**src/rtl/seq_data_compare_if.sv**
```systemverilog
// Handshake/bus bundle for seq_data_compare.
// iSigned exists only when COMPARE_SIGNED_EN is defined.
interface seq_data_compare_if #(
  parameter int WIDTH = 32
);
  logic             iValid;
  logic             oReady;
  logic [WIDTH-1:0] iData_a;
  logic [WIDTH-1:0] iData_b;
  logic [2:0]       iData;
`ifdef COMPARE_SIGNED_EN
  logic             iSigned;
`endif
  logic             oValid;
  logic             iReady;
  logic [2:0]       oData;

  modport master (
`ifdef COMPARE_SIGNED_EN
    output iSigned,
`endif
    output iValid, iData_a, iData_b, iData, iReady,
    input  oReady, oValid, oData
  );

  modport slave (
`ifdef COMPARE_SIGNED_EN
    input  iSigned,
`endif
    input  iValid, iData_a, iData_b, iData, iReady,
    output oReady, oValid, oData
  );
endinterface

```
**src/rtl/seq_data_compare.sv**
```systemverilog
// Multi-cycle slice-serial magnitude comparator, MSB slice first, early exit
// at the first differing slice. Result {A>B, A<B, A=B}; when every slice is
// equal the latched cascade input iData is forwarded unmodified.
// Optional feature macro: COMPARE_SIGNED_EN (adds iSigned, two's-complement).
// The interface WIDTH must match the module WIDTH.
module seq_data_compare #(
  parameter int WIDTH = 32,
  parameter int SLICE = 4
) (
  input  logic                iClk,
  input  logic                iRst,
  seq_data_compare_if.slave   bus
);

  localparam int NSLICE = WIDTH / SLICE;
  localparam int IDXW   = (NSLICE > 1) ? $clog2(NSLICE) : 1;
  localparam logic [IDXW-1:0] IDX_TOP = IDXW'(NSLICE - 1);

  generate
    if (WIDTH <= 0 || SLICE <= 0 || (WIDTH % SLICE) != 0) begin : g_param_check
      $error("seq_data_compare: WIDTH must be a positive multiple of SLICE");
    end
  endgenerate

  typedef enum logic [1:0] {
    IDLE = 2'd0,
    RUN  = 2'd1,
    DONE = 2'd2
  } state_t;

  state_t           r_state;
  logic [WIDTH-1:0] r_a;
  logic [WIDTH-1:0] r_b;
  logic [2:0]       r_cas;
  logic [IDXW-1:0]  r_idx;
  logic             r_oValid;
  logic [2:0]       r_oData;

  logic [WIDTH-1:0]             w_flip;
  logic [NSLICE-1:0][SLICE-1:0] w_a_sl;
  logic [NSLICE-1:0][SLICE-1:0] w_b_sl;
  logic [SLICE-1:0]             w_sa;
  logic [SLICE-1:0]             w_sb;
  logic                         w_gt;
  logic                         w_lt;

  // Signed mode inverts the operand MSB once at latch time; this equals
  // inverting the top-slice MSB in the RUN compare, and lower slices are untouched.
`ifdef COMPARE_SIGNED_EN
  assign w_flip = {bus.iSigned, {(WIDTH-1){1'b0}}};
`else
  assign w_flip = '0;
`endif

  assign w_a_sl = r_a;
  assign w_b_sl = r_b;
  assign w_sa   = w_a_sl[r_idx];
  assign w_sb   = w_b_sl[r_idx];
  assign w_gt   = (w_sa > w_sb);
  assign w_lt   = (w_sa < w_sb);

  assign bus.oReady = (r_state == IDLE);
  assign bus.oValid = r_oValid;
  assign bus.oData  = r_oData;

  // Control FSM: accept, walk slices downward, hold result until consumed.
  always_ff @(posedge iClk) begin
    if (iRst) begin
      r_state  <= IDLE;
      r_idx    <= '0;
      r_oValid <= 1'b0;
      r_oData  <= '0;
      r_a      <= '0;
      r_b      <= '0;
      r_cas    <= '0;
    end else begin
      unique case (r_state)
        IDLE: begin
          if (bus.iValid) begin
            r_a     <= bus.iData_a ^ w_flip;
            r_b     <= bus.iData_b ^ w_flip;
            r_cas   <= bus.iData;
            r_idx   <= IDX_TOP;
            r_state <= RUN;
          end
        end
        RUN: begin
          if (w_gt || w_lt) begin
            r_oData  <= {w_gt, w_lt, 1'b0};
            r_oValid <= 1'b1;
            r_state  <= DONE;
          end else if (r_idx == '0) begin
            r_oData  <= r_cas;
            r_oValid <= 1'b1;
            r_state  <= DONE;
          end else begin
            r_idx <= r_idx - 1'b1;
          end
        end
        DONE: begin
          if (bus.iReady) begin
            r_oValid <= 1'b0;
            r_state  <= IDLE;
          end
        end
        default: r_state <= IDLE;
      endcase
    end
  end

endmodule
```
**src/flat_wrapper.sv**
```systemverilog
// flat-port wrapper written by rule: the top's interface ports become plain ports
module seq_data_compare_flat 
#(
  parameter int WIDTH = 32,
  parameter int SLICE = 4
)
  (iClk, iRst, bus_iValid, bus_iData_a, bus_iData_b, bus_iData, bus_iReady, bus_oReady, bus_oValid, bus_oData);
  seq_data_compare_if #(.WIDTH(WIDTH)) bus_i ();
  input  logic iClk;
  input  logic iRst;
  input wire logic [$bits(bus_i.iValid)-1:0] bus_iValid;
  input wire logic [$bits(bus_i.iData_a)-1:0] bus_iData_a;
  input wire logic [$bits(bus_i.iData_b)-1:0] bus_iData_b;
  input wire logic [$bits(bus_i.iData)-1:0] bus_iData;
  input wire logic [$bits(bus_i.iReady)-1:0] bus_iReady;
  output wire logic [$bits(bus_i.oReady)-1:0] bus_oReady;
  output wire logic [$bits(bus_i.oValid)-1:0] bus_oValid;
  output wire logic [$bits(bus_i.oData)-1:0] bus_oData;
  assign bus_i.iValid = bus_iValid;
  assign bus_i.iData_a = bus_iData_a;
  assign bus_i.iData_b = bus_iData_b;
  assign bus_i.iData = bus_iData;
  assign bus_i.iReady = bus_iReady;
  assign bus_oReady = bus_i.oReady;
  assign bus_oValid = bus_i.oValid;
  assign bus_oData = bus_i.oData;
  seq_data_compare #(.WIDTH(WIDTH), .SLICE(SLICE)) u_core (.iClk(iClk), .iRst(iRst), .bus(bus_i));
endmodule
```
**config.mk**
```make
export PLATFORM = sky130hd
export DESIGN_NAME = seq_data_compare_flat
export DESIGN_NICKNAME = d
export VERILOG_FILES = /design/src/rtl/seq_data_compare_if.sv /design/src/rtl/seq_data_compare.sv /design/src/flat_wrapper.sv
export SDC_FILE = /design/constraint.sdc
export NUM_CORES = 1
export LEC_CHECK = 0
export CORE_UTILIZATION = 40
export CTS_CLUSTER_DIAMETER = 30
export DETAILED_ROUTE_END_ITERATION = 7
export PLACE_DENSITY_LB_ADDON = 0.05
export RECOVER_POWER = 25
export SYNTH_ARGS = -nofsm -noshare
export SYNTH_HDL_FRONTEND = slang
export SYNTH_SLANG_ARGS = --single-unit
```
**constraint.sdc**
```tcl
create_clock -name iClk -period 7.8 [get_ports iClk]
set_input_delay 2.34 -clock iClk [delete_from_list [all_inputs] [get_ports iClk]]
set_output_delay 2.34 -clock iClk [all_outputs]
set_load 0.005 [all_outputs]
```
==> metrics.log <==
[metrics] Post-Layout Inst Area: 4360 um^2
[metrics] Hold Startpoint: u_core.r_b[2]
[metrics] GRT overflow: 0
[metrics] number of antenna repair diodes: 0
[metrics] switching power share of the total: 36.6%
[metrics] Layout area overhead: 28.1%
[metrics] Setup Crit Path Kind: input pin to register
[metrics] maximum cell stage delay along the critical path: 1.97 ns
[metrics] proportion of synthesized chip area in sequential cells: 44.7%
[metrics] layout net count: 538
[metrics] area post-placement: 4210 um^2
[metrics] root cell of the clock tree: sky130_fd_sc_hd__clkbuf_8
[metrics] Die Area: 8890 um^2
[metrics] part of the cycle the worst path needs: 69.8%
[metrics] normalized max-slew margin: -87.3%
[metrics] setup slack, reg-to-reg: 3.14 ns
[metrics] type of the most critical hold path: register to register
[metrics] CTS tree: yes
[metrics] sum of buffers and inverters on the critical path: 2
[metrics] required time worst endpoint: 8.06 ns
[metrics] min cycle time layout: 5.45 ns
[metrics] combinational share of power: 41.6%
[metrics] Hold Buf Count CTS: 0
[metrics] Final Total Pwr: 1.39 mW
[metrics] latest clock arrival within the worst-skew pair: 0.34 ns
[metrics] final estimated routing congestion in global placement: 0.747
[metrics] Cell variety after synth: 29
[metrics] via count: 2838
[metrics] nets in the synthesized netlist: 477
[metrics] Chip Height: 94.3 um
[metrics] endpoint with the worst hold slack: u_core.r_b[2]
[metrics] final core area utilization: 53.1%
[metrics] number of global-route vias before repair: 2702
[metrics] total leakage power: 1.62 nW
[metrics] Crit path max-delay family: buffers and inverters
[metrics] power dissipated by switching net loads: 0.507 mW
[metrics] clock transition at the register clock pins on the worst setup and hold paths after CTS: 0.07 ns
[metrics] share of layout cells above drive strength 1: 9.94%
[metrics] CORE AREA: 8220 um^2
[metrics] largest area contributor in the netlist: sky130_fd_sc_hd__dfxtp_1
[metrics] x dimension of the die: 94.3 um
[metrics] Least-Margin Pin Slew: 2.81 ns
[metrics] most frequent cells in the layout: sky130_fd_sc_hd__nand2_1 (143), sky130_fd_sc_hd__dfxtp_1 (76), sky130_fd_sc_hd__a21oi_1 (72)
[metrics] post-route worst setup slack: 2.35 ns
[metrics] placed wire-length estimate: 4980 um
[metrics] total number of clock tree sinks: 76
[metrics] Setup crit start kind: input pin
[metrics] reg-to-reg critical path startpoint: u_core.r_idx[0]
[metrics] post-CTS resize count: 0
[metrics] violated checks: capacitance limit, slew limit
[metrics] DRT antenna net count: 0
[metrics] total negative slack: 0 ns
[metrics] number of flip-flops and latches in the synthesized netlist: 76
[metrics] placement-stage worst setup slack: 3.65 ns
[metrics] drt initial violations: 135
[metrics] Via density: 5.00
[metrics] initial core utilization: 41.5%
[metrics] number of antenna violations at the first check in global routing: 0
[metrics] cell count of the worst hold path: 2
[metrics] WL final: 7600 um
[metrics] postcts setup bufs: 0
[metrics] overall routing resource usage: 18.9%
[metrics] clock tree buffer depth: 2
[metrics] outcome: finished with violations
[metrics] synthesized area per cell: 8.58 um^2
[metrics] achievable frequency: 0.184 GHz
[metrics] commonest non-fill, non-tap cell in the layout: sky130_fd_sc_hd__nand2_1
[metrics] Finish-stage setup viols: 0
[metrics] Port-buffer cells: 75
[metrics] maxcap violations: 1
[metrics] number of fillers in the final layout: 787
[metrics] main area contributors after synthesis: sky130_fd_sc_hd__dfxtp_1 (45%), sky130_fd_sc_hd__nand2_1 (16%), sky130_fd_sc_hd__a21oi_1 (11%)
[metrics] relative contribution of sequential cells to total power: 38.0%
[metrics] H-tree depth: 3
[metrics] Post-Syn Area: 3410 um^2
[metrics] part of the total power dissipated in the clock network: 20.4%
[metrics] maximum vdd drop: 0.113 mV
[metrics] average wire per cell in the routed design: 13.4 um
[metrics] Critical Path Slowest Stage Cell: sky130_fd_sc_hd__clkbuf_1
[metrics] r2r worst-path depth: 8
[metrics] standard-cell row count: 33
[metrics] final hold violation count: 0
[metrics] count of unresolved DRC violations after routing: 0
[metrics] crit end category: register
[metrics] clock skew: 0.00977 ns
[metrics] peak fanout along the critical path: 68
[metrics] area share of the largest cell type after synthesis: 44.7%
[metrics] ordered list of cells on the worst path: clkdlybuf4s50_1, and2_2, clkbuf_1, a21oi_1, a221oi_2
[metrics] first-pass GRT wire length: 12900 um
[metrics] Yosys warnings: 0
[metrics] reg2reg end: u_core.bus.oData[2]
[metrics] max-slew violation count: 69
[metrics] synthesized instance count: 397
[metrics] WP data arrival: 5.70 ns
[metrics] total CTS buffers: 9
[metrics] Top-Level Pins: 76
[metrics] number of search-and-repair iterations in the first detailed-routing pass: 4
[metrics] pin count of the biggest net entering global routing: 72
[metrics] unrepaired setup endpoints after global routing: false
[metrics] areal power density over the cells: 318 nW/um^2
[metrics] internal power of the cells: 0.879 mW
==> state kept, by name, indices dropped and copies added (netlist names) <==
name               count
u_core.r_cas           3
u_core.r_idx           3
u_core.r_a            32
u_core.bus.oValid      1
u_core.bus.oData       3
u_core.r_b            32
u_core.r_state         2
==> through the flow <==
stage / hold WS (ns) / instances
2_1_floorplan: 0.433 / 397
3_3_place_gp: 0.439 / 552
3_5_place_dp: 0.445 / 552
4_1_cts: 0.454 / 568
5_1_grt: 0.468 / 568
6_report: 0.453 / 568
==> cells in the mapped netlist <==
master                      number
sky130_fd_sc_hd__a2111oi_0       2
sky130_fd_sc_hd__a211oi_1        1
sky130_fd_sc_hd__a21o_1          1
sky130_fd_sc_hd__a21oi_1        72
sky130_fd_sc_hd__a21oi_2         1
sky130_fd_sc_hd__a221oi_2        1
sky130_fd_sc_hd__a2bb2oi_1       1
sky130_fd_sc_hd__a311oi_4        1
sky130_fd_sc_hd__a31o_2          2
sky130_fd_sc_hd__and2_1          1
sky130_fd_sc_hd__and3_1          2
sky130_fd_sc_hd__buf_1           1
sky130_fd_sc_hd__buf_2           5
sky130_fd_sc_hd__clkbuf_1       24
sky130_fd_sc_hd__dfxtp_1        76
sky130_fd_sc_hd__ha_1            9
sky130_fd_sc_hd__inv_1           8
sky130_fd_sc_hd__mux2_2          5
sky130_fd_sc_hd__mux2i_1         7
sky130_fd_sc_hd__mux4_2         16
sky130_fd_sc_hd__nand2_1       144
sky130_fd_sc_hd__nand2b_1        3
sky130_fd_sc_hd__nand3_1         3
sky130_fd_sc_hd__nand4_2         1
sky130_fd_sc_hd__nor2b_1         1
sky130_fd_sc_hd__o211a_1         1
sky130_fd_sc_hd__o21ai_0         6
sky130_fd_sc_hd__o2bb2ai_1       1
sky130_fd_sc_hd__o31ai_1         1
==> how the worst max path moves through the flow <==
stage / startpoint / end / slack (ns) / cells past startpoint
finish: bus_iValid / u_core.r_idx[2] / 2.35 / 5
global route: bus_iValid / u_core.r_idx[2] / 1.92 / 5
CTS: u_core.r_state[0] / bus_oReady / 3.86 / 3
detailed placement: bus_iValid / u_core.r_idx[2] / 3.65 / 5
global placement: bus_iValid / u_core.r_idx[2] / 3.71 / 5
floorplan: iRst / u_core.r_a[13] / 4.48 / 4
==> per-layer routing <==
metal / vias up / GRT usage (%) / share of wire (%)
met5: - / 0 / 0
met4: 0 / 6.28 / 1.4
met3: 11 / 4.94 / 4.9
met2: 67 / 28.3 / 44
met1: 1292 / 26.1 / 50
li1: 1468 / - / -
==> area by class of cell <==
| class | count | area, um^2 | area share (%) |
|---|---|---|---|
| sequential | 76 | 1520 | 34.9 |
| timing repair buffer | 80 | 776 | 17.8 |
| inverter | 8 | 30.0 | 0.688 |
| clock inverter | 3 | 20.0 | 0.459 |
| clock buffer | 13 | 169 | 3.87 |
| multi-input combinational | 283 | 1720 | 39.3 |
| tap | 105 | 131 | 3.01 |
==> power by group through the flow <==
| stage | clock network (mW) | registers, mW | logic (mW) |
|---|---|---|---|
| detailed placement | 0 | 0.539 | 0.612 |
| global placement | 0 | 0.535 | 0.600 |
| global route | 0.306 | 0.542 | 0.651 |
| floorplan | 0 | 0.504 | 0.479 |
| finish | 0.282 | 0.527 | 0.577 |
| CTS | 0.290 | 0.529 | 0.614 |
==> worst min-delay path: stages (launching register included) <==
cell and delay (ns):
sky130_fd_sc_hd__dfxtp_1 0.31, sky130_fd_sc_hd__nand2_1 0.05, sky130_fd_sc_hd__a21oi_1 0.05
==> logic make-up after synthesis <==
group                    synth area share (%)
adder cells (fa/ha/maj)                  3.31
multiplexers                             14.3
buffers and inverters                    4.37
AO/OA/AOI/OAI                            15.4
flip-flops                               44.7
AND/OR/NAND/NOR                          18.0
Note: power is estimated with default switching activity, not from simulation.
==> RTL change: new RTL, same settings <==
Make the reset (`iRst`) asynchronous in one clocked block.
--- a/src/rtl/seq_data_compare.sv
+++ b/src/rtl/seq_data_compare.sv
@@ -65,5 +65,5 @@
 
   // Control FSM: accept, walk slices downward, hold result until consumed.
-  always_ff @(posedge iClk) begin
+  always_ff @(posedge iClk or posedge iRst) begin
     if (iRst) begin
       r_state  <= IDLE;
Check against the original RTL: differs if iRst is asserted again (counterexample within 4 cycles, from zero or initial values and one cycle with iRst high); with iRst held inactive, the same outputs for 10 cycles.
==> RTL change against the original RTL <==
The flow finishes with violations (design-rule violations, max-capacitance violations, max-slew violations); total power increased by 32%; count of clock-buffer cells in the layout shrank 1; synthesized area grew 7.7%; hold slack improved by 47 ps; clock skew up 0.59 ps; cell area up 7.8%; routed wire length fell by 3.3%; worst setup slack better by 520 ps; sequential cell count did not move; highest routed layer unchanged.
==> RTL change: results (changes against the original RTL) <==
global_routing:
  grt_max_degree: 77  # +6.9%
  grt_use_met1_pct: 22.9  # -3.2 points
  met2_usage_pct: 26.4  # -1.9 points
  grt_pass1_vias: 2441  # -9.7%
  grt_pass1_wl_mm: 12.2  # -5.1%
logic_synthesis:
  synth_top_flop_cell: "dfrtp_1"
  seq_area_frac_synth_pct: 51.8  # +7.1 points
  ys_top_cells_by_count: "76 x dfrtp_1, 67 x mux2_2, 16 x mux4_2, 16 x nand2_1, 10 x buf_2"
  ys_types: 35  # +21%
  synth_compound_area_share_pct: 4.06  # -11 points
  synth_adder_area_share_pct: 3.07  # -0.24 points
  syn-num-nets: 337  # -29%
  muxShareOfSynthArea_pct: 32.7  # +18 points
  async_flop_share_pct: 100  # +100 points
power:
  combinationalPower_mw: 0.800  # +39%
  peakVddDrop_uv: 132  # +16%
job:
  max_cap_viol_count: 1  # unchanged
status:
  status: "complete, but fails checks"
  violations: "design-rule violations, max-capacitance violations, max-slew violations"
routing:
  remaining_drc_errors: 6  # +6
  dr.first_iter.drc_count: 79  # -41%
  met2_wirelength_mm: 3.36  # +1.2%
critical_path:
  cp_max_fo: 14  # -79%
  worst_ep_arrival_time_ps: 5150  # -550 ps
  slowest_stage: "o311ai_0"
placed_design:
  place_area_um2: 4510  # +7.1%
cells_and_area:
  fin_nets: 413  # -23%
  fin_cells: 446  # -21%
  drive_gt1_share_pct: 31.1  # +21 points
hold_path:
  min_from: "u_core.bus.oData[2]$_DFFE_PP0P_"
sta:
  tightestPinTransition_ps: 2550  # -261 ps
  fin_hold_ws_ps: 500  # +46.9 ps
  drv_slew: 14  # -80%
RTL change: cell types whose count changed after synthesis, sizes merged, moves of 7 or more:
cell,delta
nand2,-128
dfrtp,+76
dfxtp,-76
a21oi,-69
mux2,+65
clkbuf,-23
nor2,+8
buf,+7
RTL change: area by class of cell:
class,count,area share [%]
clock buffers,12,3.08
clock inverters,4,1.54
inverters,8,0.638
multi-input cells,159,34.9
flip-flops and latches,76,40.4
well taps,108,2.87
repair buffers,79,16.6
RTL change: how the worst max path moves through the flow:
stage / end / slack, ps / cells after the start
after floorplan: u_core.bus.oData[0]$_DFFE_PP0P_ / 3520 / 1
after global placement: u_core.r_a[10]$_DFFE_PP0P_ / 3300 / 4
after detailed placement: u_core.r_b[28]$_DFFE_PP0P_ / 3280 / 4
after CTS: u_core.r_a[8]$_DFFE_PP0P_ / 3650 / 4
after global routing: u_core.bus.oData[2]$_DFFE_PP0P_ / 2520 / 9
final: u_core.bus.oData[0]$_DFFE_PP0P_ / 2880 / 9
